<file path="src/rtl/booth_mult_seq_if.sv">
// rtl/booth_mult_seq_if.sv - requester/multiplier handshake bundle for booth_mult_seq
interface booth_mult_seq_if #(
  parameter int WIDTH = 8
);
  logic                 start;
  logic                 signed_mode;
  logic [WIDTH-1:0]     multiplicand;
  logic [WIDTH-1:0]     multiplier;
  logic                 ack;
  logic                 ready;
  logic                 busy;
  logic                 done;
  logic [2*WIDTH-1:0]   product;

  modport master (
    output start, signed_mode, multiplicand, multiplier, ack,
    input  ready, busy, done, product
  );

  modport slave (
    input  start, signed_mode, multiplicand, multiplier, ack,
    output ready, busy, done, product
  );
endinterface

</file>
<file path="src/rtl/booth_mult_seq.sv">
// rtl/booth_mult_seq.sv - sequential radix-2 Booth multiplier, one iteration per cycle
module booth_mult_seq #(
  parameter int WIDTH = 8
) (
  input  logic              clk,
  input  logic              rst,
  booth_mult_seq_if.slave   bus
);
  localparam int CNT_W = $clog2(WIDTH + 2);
  // A holds N+1 bits for the worst case (unsigned, N=WIDTH+1); Q holds the widest extended multiplier.
  localparam int AW = WIDTH + 2;
  localparam int QW = WIDTH + 1;

  typedef enum logic [1:0] {S_IDLE = 2'd0, S_RUN = 2'd1, S_DONE = 2'd2} state_t;

  state_t               state_q, state_d;
  logic [AW-1:0]        a_q, a_d;
  logic [AW-1:0]        m_q, m_d;
  logic [QW-1:0]        q_q, q_d;
  logic                 qm1_q, qm1_d;
  logic [CNT_W-1:0]     cnt_q, cnt_d;
  logic                 sgn_q, sgn_d;
  logic [2*WIDTH-1:0]   product_q, product_d;

  logic [AW-1:0]        a_sum;
  logic [AW+QW:0]       shift_v;

  always_ff @(posedge clk or posedge rst) begin
    if (rst) begin
      state_q   <= S_IDLE;
      a_q       <= '0;
      m_q       <= '0;
      q_q       <= '0;
      qm1_q     <= 1'b0;
      cnt_q     <= '0;
      sgn_q     <= 1'b0;
      product_q <= '0;
    end else begin
      state_q   <= state_d;
      a_q       <= a_d;
      m_q       <= m_d;
      q_q       <= q_d;
      qm1_q     <= qm1_d;
      cnt_q     <= cnt_d;
      sgn_q     <= sgn_d;
      product_q <= product_d;
    end
  end

  always_comb begin
    state_d   = state_q;
    a_d       = a_q;
    m_d       = m_q;
    q_d       = q_q;
    qm1_d     = qm1_q;
    cnt_d     = cnt_q;
    sgn_d     = sgn_q;
    product_d = product_q;

    case ({q_q[0], qm1_q})
      2'b01:   a_sum = a_q + m_q;
      2'b10:   a_sum = a_q - m_q;
      default: a_sum = a_q;
    endcase
    shift_v = {a_sum[AW-1], a_sum, q_q};

    case (state_q)
      S_IDLE: begin
        if (bus.start) begin
          sgn_d = bus.signed_mode;
          a_d   = '0;
          qm1_d = 1'b0;
          if (bus.signed_mode) begin
            m_d   = {{2{bus.multiplicand[WIDTH-1]}}, bus.multiplicand};
            q_d   = {bus.multiplier[WIDTH-1], bus.multiplier};
            cnt_d = CNT_W'(WIDTH);
          end else begin
            m_d   = {2'b00, bus.multiplicand};
            q_d   = {1'b0, bus.multiplier};
            cnt_d = CNT_W'(WIDTH + 1);
          end
          state_d = S_RUN;
        end
      end
      S_RUN: begin
        a_d   = shift_v[AW+QW:QW+1];
        q_d   = shift_v[QW:1];
        qm1_d = shift_v[0];
        cnt_d = cnt_q - CNT_W'(1);
        if (cnt_q == CNT_W'(1)) begin
          // Signed runs one iteration fewer, so the unexamined sign bit still sits at Q[0].
          product_d = sgn_q ? shift_v[2*WIDTH+1:2] : shift_v[2*WIDTH:1];
          state_d   = S_DONE;
        end
      end
      S_DONE: begin
        if (bus.ack) begin
          state_d = S_IDLE;
        end
      end
      default: state_d = S_IDLE;
    endcase
  end

  assign bus.ready   = (state_q == S_IDLE);
  assign bus.busy    = (state_q == S_RUN);
  assign bus.done    = (state_q == S_DONE);
  assign bus.product = product_q;
endmodule
</file>
<file path="src/flat_wrapper.sv">
// flat-port wrapper written by rule: the top's interface ports become plain ports
module booth_mult_seq_flat 
#(
  parameter int WIDTH = 8
)
  (clk, rst, bus_start, bus_signed_mode, bus_multiplicand, bus_multiplier, bus_ack, bus_ready, bus_busy, bus_done, bus_product);
  booth_mult_seq_if #(.WIDTH(WIDTH)) bus_i ();
  input  logic clk;
  input  logic rst;
  input wire logic [$bits(bus_i.start)-1:0] bus_start;
  input wire logic [$bits(bus_i.signed_mode)-1:0] bus_signed_mode;
  input wire logic [$bits(bus_i.multiplicand)-1:0] bus_multiplicand;
  input wire logic [$bits(bus_i.multiplier)-1:0] bus_multiplier;
  input wire logic [$bits(bus_i.ack)-1:0] bus_ack;
  output wire logic [$bits(bus_i.ready)-1:0] bus_ready;
  output wire logic [$bits(bus_i.busy)-1:0] bus_busy;
  output wire logic [$bits(bus_i.done)-1:0] bus_done;
  output wire logic [$bits(bus_i.product)-1:0] bus_product;
  assign bus_i.start = bus_start;
  assign bus_i.signed_mode = bus_signed_mode;
  assign bus_i.multiplicand = bus_multiplicand;
  assign bus_i.multiplier = bus_multiplier;
  assign bus_i.ack = bus_ack;
  assign bus_ready = bus_i.ready;
  assign bus_busy = bus_i.busy;
  assign bus_done = bus_i.done;
  assign bus_product = bus_i.product;
  booth_mult_seq #(.WIDTH(WIDTH)) u_core (.clk(clk), .rst(rst), .bus(bus_i));
endmodule
</file>
<file path="config.mk">
export PLATFORM = sky130hd
export DESIGN_NAME = booth_mult_seq_flat
export DESIGN_NICKNAME = d
export VERILOG_FILES = /design/src/rtl/booth_mult_seq_if.sv /design/src/rtl/booth_mult_seq.sv /design/src/flat_wrapper.sv
export SDC_FILE = /design/constraint.sdc
export NUM_CORES = 1
export LEC_CHECK = 0
export BUFFER_PORTS_ARGS = -buffer_cell sky130_fd_sc_hd__buf_4
export CORE_MARGIN = 1.5
export CORE_UTILIZATION = 40
export DETAILED_ROUTE_END_ITERATION = 10
export SLEW_MARGIN = 10
export SYNTH_ARGS = -nofsm -noshare
export SYNTH_HDL_FRONTEND = slang
export SYNTH_SLANG_ARGS = --single-unit
export TNS_END_PERCENT = 5
</file>
<file path="constraint.sdc">
create_clock -name clk -period 2.6 [get_ports clk]
set_input_delay 0.65 -clock clk [delete_from_list [all_inputs] [get_ports clk]]
set_output_delay 0.65 -clock clk [all_outputs]
set_load 0.05 [all_outputs]
</file>
==> key figures, run 1 <==
STA
  – Final Hold Viols: 0
  – Period utilization: 101.9%
  – RSZ-0062 raised after global routing: yes
  – Setup TNS: -0.05193 ns
  – Clk_skew: 0.007380 ns
  – Min Tclk post-route: 2.649 ns
  – Worst-margin pin slew: around 0.82 ns
  – Max Freq: between 300 and 400 MHz
  – Worst setup margin: -0.04887 ns
  – Setup violators final: 2
  – Relative slew slack: about 45%
  – Final Max Slew Viols: 0

Logic synthesis
  – Avg Synthesized Cell Area: around 8.8 um^2
  – Post-Syn Instances: 334
  – Syn_nets: 369
  – Synth top area share: 43.57%
  – Ranking of synthesized cells by area: dfrtp_1, nand2_1, ha_1
  – Number of synthesized flops with an enable pin: 0
  – Mapped Area: 2929 um^2
  – Top-count cell post-synth: nand2_1
  – Ys flop type: dfrtp_1
  – Synth warn: 0
  – FFs w/ async S/R, synth: 100.0%
  – Register area share after synthesis: between 40% and 50%
  – Seq cells post-synth: 51
  – Netlist cell types: 44
  – Synth top cells by count: nand2_1, dfrtp_1, o21ai_0
  – Post-synth top area cell: dfrtp_1

Finish
  – Layout area overhead: 25.59%
  – Nets: 429
  – Fill count: 674
  – Util after Layout: 51.26%
  – Layout cells sized above 1: between 20% and 30%
  – N_diodes: 0
  – Final non-filler cell total: 494

Setup path
  – Reg2reg start: u_core.qm1_q
  – Worst R2R Path Depth: 10
  – R2R Setup Slk: -0.05 ns
  – Req. time, crit path: 2.80 ns
  – Crit start category: flop
  – CP max stage cell: or4_4
  – Max incr delay on CP: 0.51 ns
  – Critical R2R Capture: u_core.bus.product[14]
  – Crit path cell chain: inv_1 -> ha_2 -> mux2i_2 -> ha_1 -> nor2b_1 -> o31a_1 -> or4_4 -> nand3_2 -> nor2_1 -> a221o_1
  – Critical path class: flop to flop
  – Crit-path max FO: 5
  – Critical Path Sink Type: flop
  – Arrival time of the worst setup path: 2.85 ns

Route
  – DRT iter0 DRCs: 150
  – Routed len/inst: between 10 and 15 um
  – Via density: ~5.2
  – Drt pass-1 iters: 4
  – DRC violations left: 0
  – Vias: 2,580
  – Final WL: 6996 um
  – Antenna-violating nets left: 0

Placed design
  – Routability cong.: slightly below 0.9
  – Placed cell count: 486
  – Post-DP HPWL: roughly 5000 um
  – I/O Buffers: 39
  – Dpl ws: -0.1252 ns

Status
  – Status: finished with violations
  – Failing checks: negative setup slack

Clocking
  – CTS Hold Bufs: 0
  – CTS tree: yes
  – Postcts setup bufs: 0
  – Root Buffer: clkbuf_8
  – CTS buffer count: 5
  – Htree depth: 2
  – Clk sinks: 51
  – CTS clock-pin slew for the worst setup and hold paths: 0.10 ns
  – Clock latency on the worst-skew pair: 0.31 ns
  – Bufs on Longest Clock Path: 2

Global routing
  – Initial antenna violation count: 0
  – Gr usage total: 19.29%
  – GRT overflow: 0
  – Pin count of the biggest net entering global routing: between 50 and 60
  – First-pass GRT wire length: 11,820 um
  – Vias in the first global route: between 2,000 and 2,500

Floorplan
  – Core area: 7176 um^2
  – Starting Density: 40.82%
  – # rows: 31
  – Chip width: a little under 90 um
  – Die ar.: 7845 um^2
  – Die Ht: between 80 and 90 um
  – Top Ports: 40

Hold path
  – Min-delay worst type: input port to async pin

Run
  – Max cap viols: 0
[worst max-delay path by stage]
| stage | slack [ns] | depth (start not counted) | end | startpoint |
|---|---|---|---|---|
| floorplan | -0.11 | 13 | u_core.bus.product[14] | u_core.m_q[0] |
| global placement | -0.04 | 10 | u_core.bus.product[14] | u_core.qm1_q |
| detailed placement | -0.13 | 12 | u_core.bus.product[14] | u_core.m_q[0] |
| CTS | -0.05 | 10 | u_core.bus.product[14] | u_core.qm1_q |
| global route | -0.22 | 12 | u_core.bus.product[14] | u_core.m_q[0] |
| finish | -0.05 | 10 | u_core.bus.product[14] | u_core.qm1_q |
[timing repair]
item	in CTS	in global routing
endpoints found under the hold margin	0	0
setup endpoints to repair	4	9
resized for setup	10	7
pin swaps	1	1
[kinds of logic after synthesis]
group | Yosys count | synth area share (%)
buf+inv | 29 | 4.015
mux | 15 | 5.254
flops | 51 | 43.57
xor+xnor | 11 | 3.289
simple gates | 129 | 19.44
compound gates | 85 | 18.20
fa+ha+maj | 14 | 6.237
[stage by stage]
| step | hold slack (ns) | area (um^2) |
|---|---|---|
| 6_report | 0.3753 | 3679 |
| 5_1_grt | 0.3973 | 3679 |
| 4_1_cts | 0.3819 | 3646 |
| 3_5_place_dp | 0.4715 | 3522 |
| 3_3_place_gp | 0.4645 | 3522 |
| 2_1_floorplan | 0.4575 | 2930 |
[final cells by class]
type,instances,area (um^2),share of cell area [%]
flip-flops and latches,51,1276,34.69
inverters,11,41.29,1.122
well taps,99,123.9,3.367
clock inverters,3,23.77,0.6463
repair buffers,71,545.5,14.83
multi-input cells,254,1599,43.47
clock buffers,5,68.82,1.871
[worst max-delay path, delay by kind of cell (launching register included)]
family | cells | cell delay (ns)
buffers and inverters | 1 | 0.08
muxes | 1 | 0.26
AOI/OAI and AO/OA | 2 | 0.56
and+or+nand+nor | 4 | 0.79
DFF | 1 | 0.37
adders and majority gates | 2 | 0.47
[flip-flops by register name, indices dropped and copies added (netlist names)]
register            flops
u_core.a_q              9
u_core.bus.product     16
u_core.cnt_q            4
u_core.m_q              9
u_core.q_q              9
u_core.qm1_q            1
u_core.sgn_q            1
u_core.state_q          2
[cell usage in the layout (no fill, tap or decap), types with 3 or more instances in the layout]
cell type	n
nand2_1	70
buf_4	70
dfrtp_1	51
o21ai_0	23
nor2_1	20
o21ai_1	16
nand3_1	14
mux2i_1	11
a21oi_1	10
ha_1	10
xnor2_1	9
a22oi_1	8
inv_1	7
nand2b_1	5
a31oi_1	5
a211oi_1	5
clkbuf_8	5
inv_2	4
nor3_1	4
mux2_2	3
o31ai_1	3
[routing by layer]
layer | track usage (%) | routed length, um | vias to the layer above
li1 | - | - | 1282
met1 | 26.47 | 3245 | 1259
met2 | 32.06 | 3508 | 34
met3 | 3.358 | 185 | 5
met4 | 4.261 | 57 | 0
met5 | 0 | 0 | -
Power of run 1 is left out: the tool's default activity adds up to more than one toggle a clock period on the data nets, which glitch-free logic cannot reach.
==> run 2, diff against run 1 <==
--- a/config.mk
+++ b/config.mk
@@ -9,6 +9,7 @@
 export CORE_MARGIN = 1.5
 export CORE_UTILIZATION = 40
 export DETAILED_ROUTE_END_ITERATION = 10
+export PLACE_DENSITY_LB_ADDON = 0.05
 export SLEW_MARGIN = 10
 export SYNTH_ARGS = -nofsm -noshare
 export SYNTH_HDL_FRONTEND = slang
==> run 2 against run 1 <==
Flip-flop and latch count unchanged. Register-to-register slack better by 0.04 ns. The run still ends with negative setup slack left. Sequential share of layout area fell by 0.76 points. Core utilization rose by 1.2 points. Via count up 0.16%. Global-route usage is 0.55 points higher. Routed wire length rose by 2.6%. Critical endpoint unchanged.
==> key figures, run 2 (synthesis results as in run 1) <==
Route
  – DRC violations left: 0 (unchanged)
  – Via density: 5.158 (-1.2%)
  – DRT iter0 DRCs: 88 (-41%)
  – Antenna-violating nets left: 0 (unchanged)
  – Vias: 2,584 (+0.16%)
  – Routed len/inst: 14.33 um (+1.2%)
  – Drt pass-1 iters: 4 (unchanged)
  – Final WL: 7179 um (+2.6%)

Floorplan
  – Chip width: 88.57 um (unchanged)
  – Die ar.: 7845 um^2 (unchanged)
  – Die Ht: 88.57 um (unchanged)
  – Starting Density: 40.82% (unchanged)
  – # rows: 31 (unchanged)
  – Core area: 7176 um^2 (unchanged)
  – Top Ports: 40 (unchanged)

Setup path
  – Crit start category: flop
  – Arrival time of the worst setup path: 2.82 ns (-0.03 ns)
  – Worst R2R Path Depth: 11 (+1)
  – Critical path class: flop to flop
  – Req. time, crit path: 2.81 ns (about the same)
  – Critical Path Sink Type: flop
  – Crit-path max FO: 3 (-2)

Clocking
  – CTS buffer count: 5 (unchanged)
  – Clk sinks: 51 (unchanged)
  – Root Buffer: clkbuf_8
  – Htree depth: 2 (unchanged)
  – CTS tree: yes
  – CTS clock-pin slew for the worst setup and hold paths: 0.11 ns (about the same)
  – Bufs on Longest Clock Path: 2 (unchanged)
  – Clock latency on the worst-skew pair: 0.32 ns (about the same)

STA
  – Final Max Slew Viols: 0 (unchanged)
  – RSZ-0062 raised after global routing: yes
  – Relative slew slack: 55.25% (+10 points)
  – Max Freq: 382.9 MHz (+1.4%)
  – Clk_skew: 0.01035 ns (+0.002972 ns)
  – Setup violators final: 1 (-1)
  – Worst setup margin: -0.01142 ns (+0.03745 ns)
  – Final Hold Viols: 0 (unchanged)
  – Period utilization: 100.4% (-1.4 points)
  – Worst-margin pin slew: 0.6687 ns (-0.1525 ns)
  – Min Tclk post-route: 2.611 ns (-0.03745 ns)

Finish
  – Nets: 436 (+1.6%)
  – Layout cells sized above 1: 28.61% (+2.8 points)
  – Layout area overhead: 28.41%
  – Final non-filler cell total: 501 (+1.4%)
  – Util after Layout: 52.42% (+1.2 points)
  – N_diodes: 0 (unchanged)
  – Max reg flops: 16 (unchanged)
  – Most common cell after layout, fill and taps aside: buf_4
  – Commonest non-fill, non-tap cells in the layout: buf_4, nand2_1, dfrtp_1

Global routing
  – Vias in the first global route: 2,427 (+0.79%)
  – Pin count of the biggest net entering global routing: 24 (-54%)
  – GRT overflow: 0 (unchanged)
  – Gr usage total: 19.84% (+0.55 points)
  – Initial antenna violation count: 0 (unchanged)
  – First-pass GRT wire length: 11,990 um (+1.5%)

Placed design
  – I/O Buffers: 39 (unchanged)
  – Routability cong.: 0.8379 (-6.1%)
  – Placed cell count: 493 (+1.4%)
  – Post-DP HPWL: 5212 um (+4.4%)
  – Dpl ws: -0.09223 ns (+0.03297 ns)

Status
  – Failing checks: negative setup slack
  – Status: finished with violations

Run
  – Max cap viols: 0 (unchanged)

Hold path
  – Min-delay worst type: input port to async pin
-- run 2: repair_timing --
action	4_1_cts	5_1_grt
pin swaps	0	3
resized for setup	10	17
setup buffers	0	0
endpoints found under the setup margin	3	11
hold buffers	0	0
-- run 2: through the flow --
step,hold slack [ns],area (um^2),setup TNS (ns)
5_1_grt,0.3440,3761,-0.5236
3_5_place_dp,0.4686,3562,-0.09223
2_1_floorplan,0.4575,2930,-0.1221
3_3_place_gp,0.4661,3562,-0.04279
6_report,0.3188,3761,-0.01142
4_1_cts,0.3223,3692,-0.01321
-- run 2: cell type report --
| type | instances | area (um^2) |
|---|---|---|
| Multi-Input combinational cell | 254 | 1638 |
| Inverter | 11 | 41.29 |
| Tap cell | 99 | 123.9 |
| Timing Repair Buffer | 78 | 589.3 |
| Sequential cell | 51 | 1276 |
| Clock buffer | 5 | 68.82 |
| Fill cell | 713 | 3415 |
| Clock inverter | 3 | 23.77 |
-- run 2: layer usage --
layer | wire length, um | vias up | share of wire [%] | GRT usage [%]
met1 | 3566 | 1214 | 50 | 28.80
met3 | 252 | 4 | 3.5 | 3.545
met4 | 51 | 0 | 0.71 | 4.545
li1 | - | 1304 | - | -
met2 | 3309 | 62 | 46 | 30.95
met5 | 0 | - | 0 | 0
-- run 2: worst paths after layout --
path,from,to,slack (ns)
setup / recovery,u_core.m_q[1],u_core.bus.product[14],-0.01
hold / removal,rst,u_core.m_q[2],0.32
setup reg to reg,u_core.m_q[1],u_core.bus.product[14],-0.01
hold reg to reg,u_core.bus.product[7],u_core.bus.product[7],0.49
max in group asynchronous,rst,u_core.a_q[1],1.67
min in group clk,u_core.bus.product[7],u_core.bus.product[7],0.49
-- run 2: worst max-delay path, stage by stage, from the launching register on --
cell and delay, ns:
dfrtp_1 0.40, buf_4 0.16, nor3_4 0.18, and2_4 0.17, nor2_1 0.04, xnor2_1 0.13
ha_2 0.18, a2111o_1 0.43, or4_4 0.43, nand3_2 0.10, nor2_1 0.05, a221o_1 0.25
Power of run 2 is left out for the same reason.
